===== src/rtl/pie_rx_pkg.sv =====
// pie_rx_pkg: shared state encoding and default parameters for the Gen2 PIE receiver.
package pie_rx_pkg;
    typedef enum logic [2:0] {IDLE, DELIM, DATA0, RTCAL, TRCAL, BITS} state_e;
    localparam int CNT_W_DEF     = 10;
    localparam int FILT_LEN_DEF  = 2;
    localparam int DELIM_MIN_DEF = 8;
endpackage


===== src/rtl/pie_rx_filter.sv =====
// pie_rx_filter: two-flop synchroniser, FILT_LEN-sample glitch filter and edge flags.
module pie_rx_filter #(
    parameter int FILT_LEN = 2
) (
    input  logic clk,
    input  logic reset,
    input  logic demod_i,
    output logic rise_o,
    output logic fall_o
);
    localparam int FW = $clog2(FILT_LEN + 1);
    logic          sync1_q, sync2_q, level_q, rise_q, fall_q;
    logic [FW-1:0] run_q;
    logic          hit;
    assign hit = (sync2_q != level_q) && (run_q == FW'(FILT_LEN - 1));
    // The line idles high, so the synchroniser starts high to avoid a false falling edge.
    always_ff @(posedge clk) begin
        if (reset) begin
            sync1_q <= 1'b1;
            sync2_q <= 1'b1;
            level_q <= 1'b1;
            run_q   <= '0;
            rise_q  <= 1'b0;
            fall_q  <= 1'b0;
        end else begin
            sync1_q <= demod_i;
            sync2_q <= sync1_q;
            run_q   <= (sync2_q != level_q && !hit) ? run_q + 1'b1 : '0;
            level_q <= hit ? sync2_q : level_q;
            rise_q  <= hit & sync2_q;
            fall_q  <= hit & ~sync2_q;
        end
    end
    assign rise_o = rise_q;
    assign fall_o = fall_q;
endmodule


===== src/rtl/pie_rx_gen2.sv =====
// pie_rx_gen2: Gen2 PIE receive decoder; measures Tari/RTcal/TRcal and emits decoded bits
// with end-of-frame and framing-error pulses.
module pie_rx_gen2
    import pie_rx_pkg::*;
#(
    parameter int CNT_W     = CNT_W_DEF,
    parameter int FILT_LEN  = FILT_LEN_DEF,
    parameter int DELIM_MIN = DELIM_MIN_DEF
) (
    input  logic             clk,
    input  logic             reset,
    input  logic             demodin,
    output logic             bit_out,
    output logic             bit_valid,
    output logic             preamble,
    output logic [CNT_W-1:0] tari,
    output logic [CNT_W-1:0] rtcal,
    output logic [CNT_W-1:0] trcal,
    output logic             rx_overflow_reset,
    output logic             frame_err,
    output logic             rng_bit,
    output logic             busy
);
    localparam logic [CNT_W-1:0] CNT_MAX = '1;
    localparam logic [CNT_W-1:0] CNT_ONE = CNT_W'(1);
    state_e           state_q, state_d;
    logic [CNT_W-1:0] cnt_q, cnt_d, tari_q, tari_d, rtcal_q, rtcal_d, trcal_q, trcal_d;
    logic             bit_q, bit_d, bv_q, bv_d, pre_q, pre_d;
    logic             eof_q, eof_d, err_q, err_d, rng_q, rng_d;
    logic             rise, fall, sat, bit_dec;

    pie_rx_filter #(.FILT_LEN(FILT_LEN)) u_filter (
        .clk    (clk),
        .reset  (reset),
        .demod_i(demodin),
        .rise_o (rise),
        .fall_o (fall)
    );

    assign sat     = cnt_q == CNT_MAX;
    assign bit_dec = cnt_q > (rtcal_q >> 1);

    always_comb begin
        state_d = state_q;
        cnt_d   = rise ? CNT_ONE : (sat ? cnt_q : cnt_q + 1'b1);
        tari_d  = tari_q;
        rtcal_d = rtcal_q;
        trcal_d = trcal_q;
        pre_d   = pre_q;
        bit_d   = bit_q;
        bv_d    = 1'b0;
        eof_d   = 1'b0;
        err_d   = 1'b0;
        rng_d   = (rise && state_q != IDLE) ? cnt_q[0] : rng_q;
        case (state_q)
            IDLE: begin
                state_d = fall ? DELIM : IDLE;
                cnt_d   = fall ? CNT_ONE : cnt_d;
            end
            DELIM: if (rise) state_d = (cnt_q >= CNT_W'(DELIM_MIN)) ? DATA0 : IDLE;
            DATA0: if (rise) begin
                tari_d  = cnt_q;
                state_d = RTCAL;
            end
            RTCAL: if (rise) begin
                err_d   = cnt_q <= tari_q;
                rtcal_d = err_d ? rtcal_q : cnt_q;
                state_d = err_d ? IDLE : TRCAL;
            end
            TRCAL: if (rise) begin
                pre_d   = cnt_q > rtcal_q;
                trcal_d = pre_d ? cnt_q : trcal_q;
                bit_d   = pre_d ? bit_q : bit_dec;
                bv_d    = !pre_d;
                state_d = BITS;
            end
            BITS: if (rise) begin
                bit_d = bit_dec;
                bv_d  = 1'b1;
            end else if (cnt_q > rtcal_q || sat) begin
                eof_d   = 1'b1;
                state_d = IDLE;
            end
            default: state_d = IDLE;
        endcase
        // A calibration interval that never ends is a framing error.
        if (!rise && sat && state_q inside {DELIM, DATA0, RTCAL, TRCAL}) begin
            err_d   = 1'b1;
            state_d = IDLE;
        end
    end

    always_ff @(posedge clk) begin
        if (reset) begin
            state_q <= IDLE;
            cnt_q   <= '0;
            tari_q  <= '0;
            rtcal_q <= '0;
            trcal_q <= '0;
            pre_q   <= 1'b0;
            bit_q   <= 1'b0;
            bv_q    <= 1'b0;
            eof_q   <= 1'b0;
            err_q   <= 1'b0;
            rng_q   <= 1'b0;
        end else begin
            state_q <= state_d;
            cnt_q   <= cnt_d;
            tari_q  <= tari_d;
            rtcal_q <= rtcal_d;
            trcal_q <= trcal_d;
            pre_q   <= pre_d;
            bit_q   <= bit_d;
            bv_q    <= bv_d;
            eof_q   <= eof_d;
            err_q   <= err_d;
            rng_q   <= rng_d;
        end
    end

    assign bit_out           = bit_q;
    assign bit_valid         = bv_q;
    assign preamble          = pre_q;
    assign tari              = tari_q;
    assign rtcal             = rtcal_q;
    assign trcal             = trcal_q;
    assign rx_overflow_reset = eof_q;
    assign frame_err         = err_q;
    assign rng_bit           = rng_q;
    assign busy              = state_q != IDLE;
endmodule


===== config.mk =====
export PLATFORM = sky130hd
export DESIGN_NAME = pie_rx_gen2
export DESIGN_NICKNAME = d
export VERILOG_FILES = /design/src/rtl/pie_rx_pkg.sv /design/src/rtl/pie_rx_filter.sv /design/src/rtl/pie_rx_gen2.sv
export SDC_FILE = /design/constraint.sdc
export NUM_CORES = 1
export LEC_CHECK = 0
export ABC_AREA = 1
export ABC_CLOCK_PERIOD_IN_PS = 2350
export CAP_MARGIN = 20
export CORE_MARGIN = 2
export CORE_UTILIZATION = 37
export DETAILED_ROUTE_END_ITERATION = 10
export PLACE_DENSITY = 0.66
export SYNTH_ARGS = -nofsm -noshare
export SYNTH_HDL_FRONTEND = slang
export SYNTH_SLANG_ARGS = --single-unit

===== constraint.sdc =====
create_clock -name clk -period 2.35 [get_ports clk]
set_clock_uncertainty 0.05 [all_clocks]
set_input_delay 0.235 -clock clk [delete_from_list [all_inputs] [get_ports clk]]
set_output_delay 0.235 -clock clk [all_outputs]
set_load 0.02 [all_outputs]

==> results of run 1 <==
-- power by group through the flow --
stage | logic [W] | registers, W | clock network, W
after global routing | 0.000568 | 0.00104 | 0.000579
final | 0.000507 | 0.00103 | 0.000519
after detailed placement | 0.000502 | 0.00105 | 0
after CTS | 0.000506 | 0.00103 | 0.000536
after floorplan | 0.000388 | 0.00104 | 0
after global placement | 0.000494 | 0.00105 | 0
-- stage by stage --
step	setup slack [ps]	cells
floorplan	482	422
global placement	152	567
detailed placement	71.0	567
CTS	45.6	574
global route	25.0	577
finish	215	577
-- state kept, by name, indices dropped and copies added (netlist names), 2 cells and up --
name            cells
cnt_q              10
rtcal              10
tari               10
trcal              10
state_q             3
u_filter.run_q      2
-- worst max path at each step --
stage	from	endpoint	slack (ps)	depth (start not counted)
2_1_floorplan	rtcal[9]	trcal[1]	480	12
3_3_place_gp	cnt_q[9]	trcal[9]	150	10
3_5_place_dp	cnt_q[9]	trcal[6]	70	10
4_1_cts	cnt_q[9]	trcal[6]	50	10
5_1_grt	rtcal[9]	trcal[8]	30	11
6_report	rtcal[5]	trcal[6]	210	11
-- worst max-delay path, stage by stage (launching register included) --
cell	delay, ps
dfxtp_1	340
inv_1	70
ha_1	300
nand2_1	70
nor2_1	190
nand3_1	110
nand3_1	110
nand2_1	140
nor2_4	280
clkinvlp_4	200
nor2_1	120
nor2_1	60
-- cell families (layout without fill, tap and decap cells) --
logic type | count (synthesis) | in the layout | share of synthesized area, %
and+or+nand+nor | 183 | 183 | 26.9
buffers and inverters | 75 | 125 | 10.1
AOI/OAI and AO/OA | 72 | 72 | 12.5
DFF | 56 | 56 | 36.4
adders and majority gates | 32 | 32 | 13.0
xor gates and xnor gates | 4 | 4 | 1.14
-- layer usage --
metal / global-route usage, % / wire length, um
met3: 2.85 / 242
met5: 0 / 0
met4: 6.04 / 134
met1: 20.9 / 3360
met2: 29.1 / 3360
-- Yosys cell counts --
master / number / share of area, %
o21ai_0: 29 / 4.7
o21ai_1: 1 / 0.16
nand3_4: 2 / 1.1
a31oi_1: 1 / 0.20
o211ai_1: 2 / 0.49
buf_4: 3 / 0.73
or2_2: 3 / 0.61
nand2_4: 1 / 0.37
inv_2: 4 / 0.49
nand4_1: 7 / 1.4
o21ai_2: 1 / 0.28
inv_1: 58 / 7.1
xor2_1: 3 / 0.85
xnor2_1: 1 / 0.28
nor2_1: 69 / 8.4
nor4_4: 1 / 0.69
nor3_1: 4 / 0.65
o21a_1: 2 / 0.49
nand2_2: 1 / 0.20
nor4_1: 1 / 0.20
dfxtp_1: 56 / 36
buf_2: 2 / 0.32
o21bai_1: 1 / 0.24
a31o_2: 1 / 0.28
nor2_4: 2 / 0.73
buf_6: 2 / 0.73
nand2_1: 68 / 8.3
nand3_2: 1 / 0.32
a21oi_1: 33 / 5.4
a311oi_1: 1 / 0.28
clkbuf_1: 6 / 0.73
ha_1: 32 / 13
nor2_2: 4 / 0.81
nand3_1: 19 / 3.1
-- cell type report --
class,instances,area (um^2)
multi-input cells,291,1660
clock inverters,2,12.5
fillers,845,4390
repair buffers,55,510
repair inverters,1,7.51
inverters,62,236
flip-flops and latches,56,1120
clock buffers,5,68.8
well taps,105,131
-- repair_timing --
| action | in CTS | in global routing |
|---|---|---|
| setup buffers | 0 | 2 |
| setup endpoints to repair | 0 | 11 |
| endpoints found under the hold margin | 0 | 0 |
| resized for setup | 0 | 4 |
==> results.yml, run 1 <==
timing:
  tns_ps: 0
  hold_viol: 0
  rsz0062_at_grt: "false"
  whs_ps: 372
  setup_viol_count_final: 0
  post-route-period-util_pct: 90.9
  fin_crit_ps: 2140
  relSlewSlack_pct: 47.1
  fmax_mhz: 468
  drv_slew: 0
  worst_slew_pin_slew_ps: 792
power_and_ir_drop:
  sequentialPowerShare_pct: 50.1
  fin_total_pwr_w: 0.00206
  p_comb_share_pct: 24.6
  clkPwrFrac_pct: 25.2
  power_density_mw_per_mm2: 549
  power_switching_w: 0.000686
  peakVddDrop_uv: 313
  leakage_nw: 1.74
  internal_power_w: 0.00137
  swShare_pct: 33.3
floorplanning:
  num_io_pins: 40
  die_h_um: 95.3
  core_mm2: 0.00813
  start_util_pct: 37.9
  num_rows: 33
  die_area_mm2: 0.00907
  die_width_um: 95.3
global_routing:
  grt_pass1_wl_um: 12000
  grt_max_degree: 28
  grt_usage_pct: 16.8
  overflow: 0
  antenna_found_initial: 0
  grt_pass1_vias: 2580
hold_path:
  hold_end: "u_filter.sync2_q"
  hold_path_class: "flop to flop"
  hold_depth: 1
  min_from: "u_filter.sync1_q"
worst_setup_path:
  critical_path_class: "flop to flop"
  cp-start-kind: "flop"
  required_ps: 2510
  r2r_slack_ps: 210
  reg2reg_to: "trcal[6]"
  rr_worst_depth: 11
  arrival_ps: 2300
  end_kind: "flop"
  worstPathMaxFanout: 8
  rr_startpoint: "rtcal[5]"
final_layout:
  utilization_pct: 46.0
  antenna_cells: 0
  final_common_cell: "nor2_1"
  drive_above_1_share_pct: 9.96
  fin_area_mm2: 0.00374
  syn_to_final_growth_pct: 21.5
  final_cell_mix: "nor2_1 (69), nand2_1 (68), inv_1 (57)"
  fin_nets: 507
clocking:
  cts_made_buffers: 5
  cts_tree: "done"
  h-tree-depth: 2
  clock_latency_ps: 310
  cts_hold_buf: 0
  clk_pin_slew_ps: 100
  root_buffer: "clkbuf_8"
  clkSinkCount: 56
  clock_path_buffers: 2
outcome:
  status: "finished clean"
yosys:
  synth.net_count: 457
  yosys_warnings: 0
  syn_inst: 422
  ys_types: 34
  ys_seq_elements: 56
  syn_area_mm2: 0.00308
  yosysSeqAreaShare_pct: 36.4
  syn_avg_cell_area_um2: 7.30
detailed_routing:
  drt_first_pass_iters: 4
  drtAntennaViolNets: 0
  drt_wl_total_um: 7090
  vias: 2791
  post_drt_wl_per_cell_um: 12.3
  drt_iter0_markers: 152
  vias_per_cell: 4.84
  drc_errors: 0
placement:
  dp_hpwl_um: 5430
  placed_area_mm2: 0.00363
  gp_congestion: 0.854
  port_buffers: 39
flow_run:
  drv_cap: 0
Note: power is estimated with default switching activity, not from simulation.
==> run 2, diff against run 1 <==
CAP_MARGIN = 5   (was 20)
PLACE_DENSITY = not set   (was 0.66)
PLACE_DENSITY_LB_ADDON = 0.1   (was not set)
==> run 2 against run 1 <==
Sequential power hardly changed. Worst hold slack worse by 4.3 ps. Die area stayed put. Clock-buffer cell count is 2 higher. Sequential share of layout area is 0.39 points lower. Power is 2.4% higher. Setup slack better by 72 ps. Flip-flop and latch count stayed put. First-iteration DRC count is 28% lower. Global-route usage is 0.86 points higher. Fmax is 3.5% higher. Cell area is 1.2% higher. Critical endpoint is now trcal[9]. Largest cell class unchanged. Largest power group unchanged.
==> results.yml, run 2 (same netlist as run 1, synthesis figures left out) <==
outcome:
  status: "finished clean"
detailed_routing:
  drt_first_pass_iters: 4
  vias_per_cell: 4.75
  drt_iter0_markers: 109
  vias: 2762
  drtAntennaViolNets: 0
  drt_wl_total_um: 7500
  post_drt_wl_per_cell_um: 12.9
  drc_errors: 0
timing:
  worst_slew_pin_slew_ps: 581
  post-route-period-util_pct: 87.8
  whs_ps: 368
  setup_viol_count_final: 0
  drv_slew: 0
  hold_viol: 0
  fmax_mhz: 485
  relSlewSlack_pct: 61.2
  rsz0062_at_grt: "false"
  fin_crit_ps: 2060
  tns_ps: 0
hold_path:
  min_from: "u_filter.sync1_q"
  hold_path_class: "flop to flop"
global_routing:
  grt_usage_pct: 17.6
  grt_max_degree: 32
  grt_pass1_wl_um: 12300
  overflow: 0
  grt_pass1_vias: 2547
  antenna_found_initial: 0
floorplanning:
  core_mm2: 0.00813
  num_io_pins: 40
  start_util_pct: 37.9
  num_rows: 33
  die_area_mm2: 0.00907
  die_h_um: 95.3
  die_width_um: 95.3
worst_setup_path:
  cp-start-kind: "flop"
  startpoint: "rtcal[5]"
  rr_worst_depth: 11
  worstPathMaxFanout: 6
  critical_path_class: "flop to flop"
  cp-endpoint: "trcal[9]"
  reg2reg_to: "trcal[9]"
  rr_startpoint: "rtcal[5]"
  end_kind: "flop"
  required_ps: 2510
  r2r_slack_ps: 290
  arrival_ps: 2220
final_layout:
  fin_nets: 511
  syn_to_final_growth_pct: 23.0
  utilization_pct: 46.6
  antenna_cells: 0
  final_cell_mix: "nor2_1 (68), nand2_1 (67), inv_1 (57)"
  drive_above_1_share_pct: 10.9
  final_common_cell: "nor2_1"
power_and_ir_drop:
  swShare_pct: 33.0
  peakVddDrop_uv: 244
  leakage_nw: 1.77
  clkPwrFrac_pct: 26.9
  fin_total_pwr_w: 0.00211
  internal_power_w: 0.00141
  p_comb_share_pct: 24.1
  power_density_mw_per_mm2: 556
  sequentialPowerShare_pct: 49.0
  power_switching_w: 0.000696
clocking:
  root_buffer: "clkbuf_8"
  clk_pin_slew_ps: 100
  h-tree-depth: 2
  cts_tree: "done"
  cts_hold_buf: 0
  cts_made_buffers: 5
  clock_path_buffers: 2
  clock_latency_ps: 310
  clkSinkCount: 56
flow_run:
  drv_cap: 0
placement:
  gp_congestion: 0.808
  port_buffers: 39
  dp_hpwl_um: 5690
## run 2: cell types whose count changed in the layout (fill, tap and decap cells not counted), sizes merged
cell / before / now
buf: 16 / 19
clkbuf: 5 / 7
clkinv: 1 / 0
nor2: 75 / 76
## run 2: worst min path at each step
stage / cells after the start / slack (ps) / endpoint
after floorplan: 1 / 290 / u_filter.sync1_q
after global placement: 1 / 340 / u_filter.sync2_q
after detailed placement: 1 / 350 / u_filter.sync2_q
after CTS: 1 / 370 / u_filter.sync2_q
after global routing: 1 / 380 / u_filter.sync2_q
final: 1 / 370 / u_filter.sync2_q
## run 2: power by group through the flow
stage,registers [W],logic (W),clock network [W]
finish,0.00103,0.000509,0.000566
global route,0.00104,0.000584,0.000616
detailed placement,0.00105,0.000504,0
global placement,0.00105,0.000504,0
CTS,0.00103,0.000506,0.000594
floorplan,0.00104,0.000388,0
## run 2: through the flow
stage	setup WS (ps)	area [um^2]	cells
after CTS	92.9	3740	577
final	287	3790	582
after global placement	183	3650	569
after detailed placement	114	3650	569
after floorplan	482	3080	422
after global routing	54.3	3790	582
## run 2: area by class of cell
type	instances	area, um^2
well taps	105	131
clock buffers	7	86.3
fillers	844	4340
multi-input cells	292	1670
flip-flops and latches	56	1120
inverters	62	236
repair inverters	1	7.51
clock inverters	1	7.51
repair buffers	58	533
## run 2: worst max-delay path, cell delays in order (launching register included)
cell	delay, ps
dfxtp_1	340
inv_1	70
ha_1	290
nand2_1	70
nor2_1	160
nand3_1	90
nand3_1	130
nand2_2	130
nor2_4	240
clkinvlp_4	190
nor2_1	130
nor2_1	60
## run 2: layer usage
| metal | up-vias | wire length [um] | track usage [%] |
|---|---|---|---|
| met4 | 0 | 91 | 4.59 |
| li1 | 1469 | - | - |
| met3 | 6 | 260 | 2.92 |
| met2 | 44 | 3680 | 30.4 |
| met1 | 1243 | 3470 | 22.8 |
| met5 | - | 0 | 0 |
## run 2: repair_timing
action / 4_1_cts / 5_1_grt
setup buffers: 0 / 3
endpoints found under the setup margin: 0 / 11
resized for setup: 0 / 5
